`src/rtl/matrix_loader.sv`:
```
// rtl/matrix_loader.sv - byte stream to 16-bit word block loader for memory port 1 (optional LOADER_CHECKSUM_EN)
module matrix_loader #(
  parameter int ADDR_W    = 16,
  parameter int DATA_W    = 16,
  parameter int MEM_DEPTH = 1000
) (
  input  logic              clk,
  input  logic              rst,
  input  logic              start,
  input  logic [ADDR_W-1:0] base_addr,
  input  logic [ADDR_W-1:0] word_count,
  input  logic [7:0]        rx_data,
  input  logic              rx_valid,
  output logic              rx_ready,
  output logic [ADDR_W-1:0] mem_addr,
  output logic [DATA_W-1:0] mem_data,
  output logic              mem_we,
  output logic              busy,
  output logic              done,
  output logic              range_err,
  output logic [DATA_W-1:0] checksum
);

  typedef enum logic [2:0] {IDLE, GET_HI, GET_LO, WRITE, FINISH} state_t;

  // End-of-block limit compared one bit wider than the address so it cannot wrap
  localparam logic [ADDR_W:0] DEPTH_LIM = (ADDR_W+1)'(MEM_DEPTH);

  state_t            state, next_state;
  logic [ADDR_W-1:0] ptr, remaining;
  logic [7:0]        hi_byte, lo_byte;
  logic [ADDR_W:0]   end_addr;
  logic              range_bad, rx_take, accept;
  logic [DATA_W-1:0] word;

  assign end_addr  = {1'b0, base_addr} + {1'b0, word_count};
  assign range_bad = end_addr > DEPTH_LIM;
  assign accept    = (state == IDLE) && start && !range_bad;
  assign rx_take   = rx_valid && rx_ready;
  assign word      = DATA_W'({hi_byte, lo_byte});

  // State register
  always_ff @(posedge clk or posedge rst) begin
    if (rst) state <= IDLE;
    else     state <= next_state;
  end

  // Next-state decode; bytes are consumed only on a completed handshake
  always_comb begin
    next_state = state;
    case (state)
      IDLE:    if (accept) next_state = (word_count == '0) ? FINISH : GET_HI;
      GET_HI:  if (rx_take) next_state = GET_LO;
      GET_LO:  if (rx_take) next_state = WRITE;
      WRITE:   next_state = (remaining == ADDR_W'(1)) ? FINISH : GET_HI;
      FINISH:  next_state = IDLE;
      default: next_state = IDLE;
    endcase
  end

  // Registered datapath and outputs; rx_ready/busy track the state they describe,
  // the write strobe and status pulses appear the cycle after their state
  always_ff @(posedge clk or posedge rst) begin
    if (rst) begin
      rx_ready  <= 1'b0;
      busy      <= 1'b0;
      mem_we    <= 1'b0;
      mem_addr  <= '0;
      mem_data  <= '0;
      done      <= 1'b0;
      range_err <= 1'b0;
      ptr       <= '0;
      remaining <= '0;
      hi_byte   <= '0;
      lo_byte   <= '0;
    end else begin
      rx_ready  <= (next_state == GET_HI) || (next_state == GET_LO);
      busy      <= (next_state != IDLE);
      mem_we    <= 1'b0;
      done      <= 1'b0;
      range_err <= 1'b0;
      case (state)
        IDLE: begin
          if (start && range_bad) range_err <= 1'b1;
          if (accept) begin
            ptr       <= base_addr;
            remaining <= word_count;
          end
        end
        GET_HI: if (rx_take) hi_byte <= rx_data;
        GET_LO: if (rx_take) lo_byte <= rx_data;
        WRITE: begin
          mem_we    <= 1'b1;
          mem_addr  <= ptr;
          mem_data  <= word;
          ptr       <= ptr + ADDR_W'(1);
          remaining <= remaining - ADDR_W'(1);
        end
        FINISH:  done <= 1'b1;
        default: ;
      endcase
    end
  end

`ifdef LOADER_CHECKSUM_EN
  logic [DATA_W-1:0] sum_q;

  // Running modulo-2^16 sum of this load's words, restarted by each accepted start
  always_ff @(posedge clk or posedge rst) begin
    if (rst)                 sum_q <= '0;
    else if (accept)         sum_q <= '0;
    else if (state == WRITE) sum_q <= sum_q + word;
  end

  assign checksum = sum_q;
`else
  assign checksum = '0;
`endif

endmodule

```
`config.mk`:
```
export PLATFORM = sky130hd
export DESIGN_NAME = matrix_loader
export DESIGN_NICKNAME = d
export VERILOG_FILES = /design/src/rtl/matrix_loader.sv
export SDC_FILE = /design/constraint.sdc
export NUM_CORES = 1
export LEC_CHECK = 0
export CAP_MARGIN = 20
export CORE_UTILIZATION = 50
export CTS_CLUSTER_DIAMETER = 50
export CTS_CLUSTER_SIZE = 12
export DETAILED_ROUTE_END_ITERATION = 8
export PLACE_DENSITY = 0.78
export SYNTH_ARGS = -nofsm -noshare
export SYNTH_HDL_FRONTEND = slang
export SYNTH_SLANG_ARGS = --single-unit
```
`constraint.sdc`:
```
create_clock -name clk -period 5.02 [get_ports clk]
set_input_delay 0.502 -clock clk [delete_from_list [all_inputs] [get_ports clk]]
set_output_delay 0.502 -clock clk [all_outputs]
set_load 0.05 [all_outputs]
```
---- After elaboration in Yosys (flattened, before gate mapping) ----
Cells that the tools add are included.
W data, S select, Z words.
operators by class
  $lt $le $gt $ge ......................... 1
  $add $sub $neg .......................... 3
  equal/unequal tests ..................... 8
  reduce and logical (&&, ||, !) cells .... 13
  mux-type cells .......................... 14
operators by type and width
  operator                 number
  $pmux W16 S2             2
  $mux W16                 2
  $add A16 B16 Y17         1
  $gt A17 B10 Y1 const B   1
  $add A16 B1 Y16 const B  1
  $eq A16 B1 Y1 const B    1
  $logic_not A16 Y1        1
  $sub A16 B1 Y16 const B  1
  $mux W3                  5
  $pmux W3 S4              1
  $eq A3 B2 Y1 const B     3
  $eq A3 B1 Y1 const B     2
  $reduce_and A2 Y1        3
  $logic_and A1 B1 Y1      4
  $mux W1                  4
  $eq A3 B3 Y1 const B     1
  $logic_not A3 Y1         1
  $reduce_bool A3 Y1       1
  $ne A2 B2 Y1 const B     1
  $reduce_bool A2 Y1       1
  $logic_not A1 Y1         1
  $logic_or A1 B1 Y1       1
word-level totals
  output and inout port bits .............. 53
  bits in registers ....................... 88
  input port bits ......................... 44
  word-level logic and storage cells ...... 51

---- Depth between registers and ports, before layout ----
  depth in word-level cells ............... 8
  mapped depth ............................ 13
  mapped depth without buffers ............ 11

---- Worst setup path after synthesis ----
OpenSTA, ideal clock, no wires.
  path type ............................... in2reg
  start point ............................. input port base_addr[0]
  end point ............................... register remaining[6]
  setup time .............................. 126 ps
  required time ........................... 4,894 ps
  arrival ................................. 3,150 ps
  cell stages on the path ................. 12
  buffers on the path ..................... 1
  setup slack ............................. 1,744 ps
  cells stage by stage .................... ha_1 fa_1 a21o_1 and4_4 o21ai_2 o221a_1 mux2_2 nand4_1 or4b_4 and2_4 buf_6 a221o_1
on the way
  longest elaborated chain between the ends .. 6
ends and longest elaborated chain
  element                      RTL line  text
  start: declaration           10        input logic [ADDR_W-1:0] base_addr,
  $add A16 B16 Y17             36        assign end_addr = {1'b0, base_addr} + {1'b0, word_count};
  $gt A17 B10 Y1               37        assign range_bad = end_addr > DEPTH_LIM;
  $logic_not A1 Y1             38        assign accept = (state == IDLE) && start && !range_bad;
  $logic_and A1 B1 Y1          38
  $ne A2 B2 Y1 (no line)       --
  $reduce_and A2 Y1 (no line)  --
  end signal: assignment       87        remaining <= word_count;
  end signal: assignment       97        remaining <= remaining - ADDR_W'(1);
  end: declaration             30        logic [ADDR_W-1:0] ptr, remaining;
No other way between the ends.
A chain may end at the register's enable or synchronous reset.

---- Worst setup path after layout ----
  start point ............................. input port base_addr[0]
  end point ............................... register remaining[12]
Same word-level chain as after synthesis.

==> results.toml <==
[floorplanning]
die_h_um = 101
coreArea_mm2 = 0.00942
die_x_um = 101
die_area_mm2 = 0.0103
ios = 97
rows = 35
initial_core_util = 0.524

[synth]
yosysSeqAreaShare = 0.447
synth.area.top_cells = "dfrtp_1 (45%), nand2_1 (9.9%), ha_1 (4.8%)"
synth-seq-cells = 88
synth_cell_types = 63
yosysTopAreaCell = "dfrtp_1"
syn_inst = 543
syn_area_per_cell_um2 = 9.08
ys_warn_count = 0
synth-edff-count = 0
async_reset_ff_frac = 1.00
syn_area_mm2 = 0.00493
synth_top_area_frac = 0.447
yosys_most_used_dff = "dfrtp_1"

[final_layout]
multi_input_area_mm2 = 0.00252
regArea_mm2 = 0.00220
layout-drive-gt1-share = 0.0836
syn_to_final_growth_pct = 20.7
layout_commonest_cell = "nand2_1"
fin_nets = 681
antenna_cells = 0
num-fill-cells = 841
final_core_util = 0.632
mostFrequentLayoutCells = "nand2_1 (130), dfrtp_1 (88), clkdlybuf4s50_1 (80)"

[setup_path]
cp.required_ns = 5.28
crit_path_start = "base_addr[0]"
critPathLaunchType = "input port"
r2r-end = "remaining[9]$_DFFE_PP0P_"
worst_r2r_startpoint = "state[2]$_DFF_PP0_"
rr_worst_depth = 6
critical_path_peak_fanout = 48
rrSetupSlack_ns = 2.12
slowest_stage = "clkdlybuf4s50_1"
cp.arrival_ns = 4.22
slowest_delay_ns = 0.47
critical_path_class = "in2reg"
path_cells = "clkdlybuf4s50_1, ha_1, fa_1, a21o_1, and4_4, o21ai_2, o221a_1, mux2_2, nand4_1, or4b_4, clkinv_1, a221o_1"
end_kind = "flop"

[clock_tree]
cts_tree = "built"
cts_buffers = 9
cts.path.max_buffers = 2
h-tree-depth = 3
clk_pin_slew_ns = 0.11
post_cts_buffers = 0
clk_latency_ns = 0.37
cts-root-buf = "clkbuf_8"
clock_sink_count = 88
cts_hold_buf = 0
cts_resized = 0

[worst_hold_path]
hold_class = "reg2reg"
holdPathStages = 2
min_to = "mem_data[2]$_DFFE_PP0P_"
worstHoldStart = "lo_byte[2]$_DFFE_PP0P_"

[global_route]
grt_usage = 0.242
antenna_found_initial = 0
grt_overflow_total = 0
grt_max_degree = 51
grt_first_pass_wirelength_um = 19300
grt_pass1_vias = 3999

[route]
drt_iter0_markers = 244
via_count = 4207
ant_nets = 0
drt_wl_total_um = 11800
wl_per_cell_um = 15.7
routed_via_density = 5.60
first_pass_iters = 5
drc = 0

[sta]
fmax_ghz = 0.252
fin_skew_ns = 0.0134
finalSetupViolCount = 0
worstMarginPinSlew_ns = 1.08
slew_headroom = 0.277
fin_setup_tns_ns = 0
fin_crit_sh = 0.789
rsz0062_at_grt = "no"
min_period_ns = 3.96
drv_slew = 0
finalHoldViolCount = 0

[outcome]
status = "finished, final reports clean"

[pwr]
power_density_mw_per_mm2 = 516
power_leakage_nw = 2.76
ir_worst_vdd_mv = 0.227

[placed_design]
routabilityCongestion = 0.903
dpl.hpwl_um = 8740
io_buffers = 80

[job]
drv_cap = 0
==> critical path, delay by kind of cell <==
kind                     cells  cell delay (ns)
adder cells (fa/ha/maj)      2             0.66
multiplexers                 1             0.33
buffers and inverters        2             0.90
AO/OA/AOI/OAI                4             1.05
AND/OR/NAND/NOR              3             0.78
==> registers in the layout, summed over array words and instances (netlist names) <==
signal     cells
busy           1
mem_data      16
mem_addr      16
lo_byte        8
range_err      1
mem_we         1
state          3
done           1
remaining     16
hi_byte        8
rx_ready       1
ptr           16
==> cells in the mapped netlist, drive strengths merged, types with 4 or more instances <==
| library cell | n |
|---|---|
| nand2 | 130 |
| dfrtp | 88 |
| nor2 | 35 |
| a21oi | 33 |
| o21ai | 27 |
| buf | 26 |
| ha | 19 |
| mux2 | 17 |
| nand3 | 15 |
| inv | 12 |
| and3 | 11 |
| a211oi | 10 |
| clkbuf | 9 |
| nor3 | 9 |
| nor4 | 9 |
| xor2 | 7 |
| a211o | 6 |
| or3 | 5 |
| a31oi | 4 |
| and2 | 4 |
| mux2i | 4 |
| nand2b | 4 |
| nand4 | 4 |
| nor3b | 4 |
| o31ai | 4 |
| xnor2 | 4 |
==> routing by layer <==
metal	vias to the layer above	global-route usage	share of wire
met4	0	0.0736	0.021
li1	2029	-	-
met1	2028	0.316	0.45
met3	24	0.0531	0.055
met2	126	0.406	0.48
met5	-	0	0
==> area by class of cell <==
type,instances,share of cell area
Timing Repair Buffer,83,0.138
Sequential cell,88,0.370
Tap cell,129,0.0271
Multi-Input combinational cell,422,0.423
Clock inverter,7,0.0126
Inverter,13,0.00841
Clock buffer,9,0.0208
==> power by group <==
group / internal [W] / total, W / leakage [nW] / switching, W
sequential: 0.000985 / 0.00119 / 1.08 / 0.000207
clock: 0.000196 / 0.000487 / 0.0981 / 0.000291
combinational: 0.000518 / 0.00139 / 1.58 / 0.000875
==> logic make-up after synthesis <==
family	Yosys count	synth area share
compound gates	110	0.151
mux	21	0.0469
flops	88	0.447
simple gates	244	0.227
fa+ha+maj	20	0.0523
xor+xnor	11	0.0195
buf+inv	48	0.0556
other cells	1	0.000760
==> worst max path at each step <==
| stage | slack, ns | endpoint |
|---|---|---|
| after global routing | 0.87 | remaining[8]$_DFFE_PP0P_ |
| final | 1.06 | remaining[12]$_DFFE_PP0P_ |
| after floorplan | 1.74 | remaining[6]$_DFFE_PP0P_ |
| after CTS | 1.10 | remaining[8]$_DFFE_PP0P_ |
| after detailed placement | 0.72 | remaining[6]$_DFFE_PP0P_ |
| after global placement | 0.80 | remaining[8]$_DFFE_PP0P_ |
==> stage by stage <==
stage	setup slack (ns)	total power, W	hold slack, ns	cell area (um2)	instances
floorplan	1.74	0.00216	0.435	4990	558
global placement	0.795	0.00255	0.446	5750	735
detailed placement	0.719	0.00260	0.454	5750	735
CTS	1.10	0.00309	0.472	5950	751
global route	0.873	0.00327	0.508	5950	751
finish	1.06	0.00307	0.469	5950	751
No activity file was read; power rests on OpenSTA's default activity.
